--- src/rtl/phase_sequencer.sv ---
// phase_sequencer: instruction-phase sequencer and control decoder for the
// VeriRISC CPU. Owns the 3-bit phase register and the halted flag, and decodes
// every datapath control strobe from phase, opcode and the zero flag.
//
// Optional feature macro: PHASE_SEQ_RESUME_EN
//   When defined, a `resume` input releases the halted state and continues
//   execution at phase 5 of the HLT instruction. When undefined, halted is
//   terminal until rst.
module phase_sequencer (
    input  logic       clk,
    input  logic       rst,
    input  logic       enable,
    input  logic [2:0] opcode,
    input  logic       zero,
`ifdef PHASE_SEQ_RESUME_EN
    input  logic       resume,
`endif
    output logic [2:0] phase,
    output logic       sel,
    output logic       rd,
    output logic       ld_ir,
    output logic       inc_pc,
    output logic       ld_pc,
    output logic       ld_ac,
    output logic       wr,
    output logic       data_e,
    output logic       halt
);

    localparam logic [2:0] OP_HLT = 3'd0;
    localparam logic [2:0] OP_SKZ = 3'd1;
    localparam logic [2:0] OP_ADD = 3'd2;
    localparam logic [2:0] OP_AND = 3'd3;
    localparam logic [2:0] OP_XOR = 3'd4;
    localparam logic [2:0] OP_LDA = 3'd5;
    localparam logic [2:0] OP_STO = 3'd6;
    localparam logic [2:0] OP_JMP = 3'd7;

    localparam logic [2:0] PHASE_FETCH_END = 3'd4;
    localparam logic [2:0] PHASE_RESUME    = 3'd5;

    typedef enum logic {
        MODE_RUN  = 1'b0,
        MODE_HALT = 1'b1
    } mode_t;

    mode_t      mode_q, mode_d;
    logic [2:0] phase_q, phase_d;
    logic       aluOp;

    assign aluOp = (opcode == OP_ADD) || (opcode == OP_AND) ||
                   (opcode == OP_XOR) || (opcode == OP_LDA);

    // State register: synchronous reset to phase 0, running.
    always_ff @(posedge clk) begin
        if (rst) begin
            phase_q <= 3'd0;
            mode_q  <= MODE_RUN;
        end else begin
            phase_q <= phase_d;
            mode_q  <= mode_d;
        end
    end

    // Next state: advance the phase while running; HLT in phase 4 freezes the
    // phase at 4 and enters halt instead of advancing.
    always_comb begin
        phase_d = phase_q;
        mode_d  = mode_q;
        if (mode_q == MODE_RUN) begin
            if (enable) begin
                if ((phase_q == PHASE_FETCH_END) && (opcode == OP_HLT)) begin
                    mode_d = MODE_HALT;
                end else begin
                    phase_d = phase_q + 3'd1;
                end
            end
        end
`ifdef PHASE_SEQ_RESUME_EN
        else if (resume && enable) begin
            mode_d  = MODE_RUN;
            phase_d = PHASE_RESUME;
        end
`endif
    end

    // Output decode: levels follow the phase even when stalled; strobes are
    // additionally gated by enable; everything but halt is silenced when halted.
    always_comb begin
        phase  = phase_q;
        halt   = (mode_q == MODE_HALT);
        sel    = 1'b0;
        rd     = 1'b0;
        data_e = 1'b0;
        ld_ir  = 1'b0;
        inc_pc = 1'b0;
        ld_pc  = 1'b0;
        ld_ac  = 1'b0;
        wr     = 1'b0;
        if (mode_q == MODE_RUN) begin
            sel    = (phase_q <= 3'd3);
            rd     = ((phase_q >= 3'd1) && (phase_q <= 3'd3)) ||
                     ((phase_q >= 3'd5) && aluOp);
            data_e = (phase_q >= 3'd6) && (opcode == OP_STO);
            if (enable) begin
                ld_ir  = (phase_q == 3'd2) || (phase_q == 3'd3);
                inc_pc = (phase_q == PHASE_FETCH_END) ||
                         ((phase_q == 3'd6) && (opcode == OP_SKZ) && zero);
                ld_pc  = (phase_q >= 3'd6) && (opcode == OP_JMP);
                ld_ac  = (phase_q == 3'd7) && aluOp;
                wr     = (phase_q == 3'd7) && (opcode == OP_STO);
            end
        end
    end

endmodule

--- config.mk ---
export PLATFORM = sky130hd
export DESIGN_NAME = phase_sequencer
export DESIGN_NICKNAME = d
export VERILOG_FILES = /design/src/rtl/phase_sequencer.sv
export SDC_FILE = /design/constraint.sdc
export NUM_CORES = 1
export LEC_CHECK = 0
export CORE_MARGIN = 4
export CORE_UTILIZATION = 32
export CTS_BUF_LIST = sky130_fd_sc_hd__clkbuf_8
export DETAILED_ROUTE_END_ITERATION = 16
export GPL_TIMING_DRIVEN = 0
export SLEW_MARGIN = 20
export SYNTH_ARGS = -nofsm -noshare
export SYNTH_HDL_FRONTEND = slang
export SYNTH_SLANG_ARGS = --single-unit
export TNS_END_PERCENT = 30
--- constraint.sdc ---
create_clock -name clk -period 2.6 [get_ports clk]
set_input_delay 0.39 -clock clk [delete_from_list [all_inputs] [get_ports clk]]
set_output_delay 0.39 -clock clk [all_outputs]
set_load 0.05 [all_outputs]
== Yosys cells after proc, flatten, opt, wreduce, memory -nomap -nowiden ==
Index checks and enable logic that the tools add are counted.

* Flip-flop bits (word level): 4
* Latch bits: 0
* Memory bits (writable): 0
* Memory bits (read-only): 0
* Output and inout bits: 12
* Word-level logic and storage cells: 54
* Memories kept: 0

* Add/subtract/negate cells: 1
* Multipliers: 0
* Divide/modulo/power cells: 0
* $lt $le $gt $ge: 4
* Eq/ne operators: 12
* Shift-type cells: 0
* Multiplexer cells: 16
* Bitwise logic cells: 2
* Reduce and logical (&&, ||, !) cells: 17

{| class="wikitable"
|+ Operators with widths
! kind !! number
|-
| $eq 3x3->1 const B || 7
|-
| $mux 1 || 16
|-
| $eq 3x2->1 const B || 4
|-
| $logic_and 1x1->1 || 9
|-
| $ge 3x3->1 const B || 2
|-
| $logic_or 1x1->1 || 6
|-
| $add 3x1->3 const B || 1
|-
| $eq 3x1->1 const B || 1
|-
| $ge 3x1->1 const B || 1
|-
| $le 3x2->1 const B || 1
|-
| $logic_not 3->1 || 1
|-
| $reduce_and 3->1 || 1
|-
| $not 1->1 || 2
|}

== Logic depth before layout (Yosys ltp) ==
* Word-level depth: 7
* Gate-level depth with buffers: 6
* Mapped depth without buffers: 5

== Worst setup path before layout ==
OpenSTA, ideal clock, no wires.

* Path kind: flip-flop to output port
* Start: register phase_q[0], in the netlist phase[0]
* End: output rd
* Arrival time: 2824 ps
* Required time: 2210 ps
* Setup slack: -614 ps
* Cell stages (with the launch flop): 6
* Buffers on the path: 0
* Cell sequence: dfxtp_1 ha_1 ha_1 inv_1 a41o_1 a311oi_1

* Longest elaborated chain between the ends: 4
* Elaborated cells on any way between the ends: 7
* Those cells by class: 3 x order compare; 1 x mux; 3 x reduce/logical

{| class="wikitable"
|+ Ends and longest elaborated chain
! element !! RTL line !! RTL
|-
| from (decl) || 48 || <nowiki>logic [2:0] phase_q, phase_d;</nowiki>
|-
| from (signal assigned) || 60 || <nowiki>phase_q <= phase_d;</nowiki>
|-
| $ge 3x1->1, or another cell as far along || 102 || <nowiki>rd = ((phase_q >= 3'd1) && (phase_q <= 3'd3)) ||</nowiki>
|-
| $logic_and 1x1->1 (on tied branches) || 102, 103 ||
|-
| $logic_or 1x1->1 * || 102 ||
|-
| $mux 1 * || 100 || <nowiki>if (mode_q == MODE_RUN) begin</nowiki>
|-
| to (decl) || 20 || <nowiki>output logic rd,</nowiki>
|}

Every way passes the cells marked *; elsewhere a longest branch is shown, timed or not.

== Final worst setup path ==
* Start: input enable
* End: output wr

* Longest elaborated chain between the ends: 2

{| class="wikitable"
|+ Ends and longest elaborated chain
! element !! RTL line !! RTL
|-
| from (decl) || 12 || <nowiki>input logic enable,</nowiki>
|-
| $mux 1 || 105 || <nowiki>if (enable) begin</nowiki>
|-
| $mux 1 || 100 ||
|-
| to (decl) || 25 || <nowiki>output logic wr,</nowiki>
|}

No other way between the ends.

==> flow_summary.json <==
{
  "rsz0062_at_grt": "false",
  "antenna_found_initial": 0,
  "worstPathRequired_ns": 2.21,
  "fin_skew_ns": 0.00268,
  "die_h_microns": 46.3,
  "yosysMostFrequentCell": "nor2_1",
  "cts_buffers": 3,
  "hold_class": "input port to register",
  "ant_nets": 0,
  "slew_viol_final": 0,
  "ys_seq_area_share_pct": 17.0,
  "hold_viol_final": 0,
  "synth_top_area_cell": "dfxtp_1",
  "start_kind": "input port",
  "drt_first_pass_iters": 2,
  "synth_cell_types": 29,
  "async_flop_share_pct": 0,
  "setup_violations": 0,
  "synth_seq_cells": 4,
  "portBuffers": 17,
  "cp_num_buf_inv": 2,
  "fp.coreArea_sq_um": 1350,
  "cts_tree": "built",
  "cp-end-kind": "primary output",
  "power.density_nw_per_um2": 603,
  "dp.cells": 87,
  "die_x_microns": 46.3,
  "layout-drive-gt1-share_pct": 16.0,
  "wl_met3_microns": 109,
  "drc": 0,
  "ios": 19,
  "finalPower_uw": 432,
  "fin_crit_sh_pct": 93.8,
  "dr_wl_met2_microns": 521,
  "synth.top_cells.by_count": "nor2_1 (7), ha_1 (6), dfxtp_1 (4), nand2_1 (4), nor3_1 (4)",
  "clock_latency_ns": 0.21,
  "crit_path_start": "enable",
  "drt-met1-wl_microns": 524,
  "power_frac_clock_pct": 29.2,
  "start_util_pct": 34.8,
  "p_leak_nw": 0.328,
  "internal-power_uw": 249,
  "period_minus_slack_ns": 2.44,
  "worstMarginPinSlew_ns": 0.514,
  "multiInputGateArea_sq_um": 345,
  "outcome": "finished clean",
  "fin_ws_ns": 0.162,
  "switchingPower_uw": 183,
  "ir_drop_uv": 440,
  "dp_slack_ns": -0.205,
  "fin_area_sq_um": 716,
  "gp_congestion": 0.738,
  "mappedNetlistArea_sq_um": 470,
  "worstPathMaxFanout": 5,
  "nets": 90,
  "synthCells": 55,
  "grtUsageTotal_pct": 12.5,
  "grt_max_degree": 10,
  "critical_path.slowest_cell": "dlygate4sd2_1",
  "grt_pass1_vias": 425,
  "fmax_ghz": 0.410,
  "crit_path_max_incr_delay_ns": 0.55,
  "postCtsSetupBuffers": 0,
  "path_clk_slew_ns": 0.03,
  "overflow": 0,
  "yosysTopAreaCellShare_pct": 17.0,
  "postCtsHoldBufs": 0,
  "clockBufferDepth": 2,
  "crit_arrival_ns": 2.05,
  "seqPwrFrac_pct": 21.8,
  "synth_area_leaders": "dfxtp_1 (17%), ha_1 (16%), nor2_1 (5.6%)",
  "whs_ns": 0.366,
  "num_rows": 13,
  "h-tree-depth": 1,
  "instances_no_fill": 90,
  "p_sw_share_pct": 42.3,
  "min_from": "rst",
  "clkSinkCount": 4,
  "drt_iter0_markers": 9,
  "maxCapViolCount": 0,
  "clock-root-buffer": "clkbuf_8",
  "worstSetupPathType": "input port to primary output",
  "wl_microns": 1160,
  "path_cells": "clkdlybuf4s50_1 -> nor2b_1 -> nand2_1 -> nor3_1 -> dlygate4sd2_1",
  "syn_nets": 68,
  "critPathTopFamily": "buffers and inverters",
  "maxUsedRoutingLayer": "met3",
  "ys.warnings.count": 0,
  "slew_headroom_pct": 65.7,
  "synth_top_flop_cell": "dfxtp_1",
  "vias_per_cell": 5.20,
  "synth_edf_count": 0,
  "vias": 468,
  "fillCellCount": 134,
  "area_delta_synth_final_pct": 52.1,
  "hpwl_microns": 943,
  "wl_per_cell_microns": 12.8,
  "grt_pass1_wl_microns": 1880,
  "pwr-share-comb_pct": 49.0,
  "timing.rr.start": "phase[1]",
  "syn_area_per_cell_sq_um": 8.55,
  "diodes": 0,
  "seq_area_sq_um": 81.3,
  "fp.dieArea_sq_um": 2150,
  "place_area_sq_um": 672
}
-- through the flow --
step	util (%)	TNS (ns)
after floorplan	-	-0.364
after global placement	49.8	-0.534
after detailed placement	49.8	-0.511
after CTS	52.5	0
after global routing	53.0	0
final	53.0	0
-- path summary, 6_finish.rpt --
check	endpoint	cells past startpoint	slack, ns
min reg2reg	phase[2]	2	0.63
max reg2reg	phase[0]	6	0.71
min	halt	2	0.37
max	wr	5	0.16
-- power by group through the flow --
stage	logic (mW)	clock network (mW)	registers, mW
CTS	0.212	0.132	0.0932
detailed placement	0.218	0	0.0941
global placement	0.218	0	0.0946
global route	0.227	0.134	0.0973
floorplan	0.125	0	0.118
finish	0.212	0.126	0.0941
-- sequential cells by signal, summed over array words and instances (netlist names) --
name   cells
phase      3
halt       1
-- layout make-up --
type / instances / share of cell area (%)
Clock buffer: 3 / 5.77
Inverter: 4 / 3.85
Buffer: 2 / 4.37
Sequential cell: 4 / 11.4
Tap cell: 15 / 2.62
Timing Repair Buffer: 17 / 23.8
Multi-Input combinational cell: 45 / 48.3
-- cells by family (layout without fill, tap and decap cells) --
group                    after synthesis  count (layout)  synth area share (%)
AO/OA/AOI/OAI                         10              10                  16.0
XOR/XNOR                               1               1                  1.86
adder cells (fa/ha/maj)                6               6                  16.0
buffers and inverters                  6              26                  12.5
flip-flops                             4               4                  17.0
multiplexers                           1               1                  2.13
AND/OR/NAND/NOR                       27              27                  34.6
-- layout by cell type, fill, tap and decap left out, types with 2 or more instances in the layout --
cell             netlist  layout
nand2_1                4       4
clkbuf_8               0       3
dlymetal6s2s_1         0       2
nor4_1                 3       2
nor3_1                 4       4
dlygate4sd2_1          0       5
dfxtp_1                4       3
a21oi_1                2       2
clkdlybuf4s50_1        0       9
nor2_1                 7       7
ha_1                   6       6
inv_1                  3       3
-- layer usage --
metal,track usage [%],vias to the layer above
li1,-,248
met1,15.4,202
met2,19.5,18
met3,5.47,0
met4,3.41,0
met5,0,-
-- repair_timing --
item	4_1_cts	5_1_grt
pin swaps	0	0
gates resized for setup	8	4
setup endpoints to repair	6	3
No activity file was read; power rests on OpenSTA's default activity.
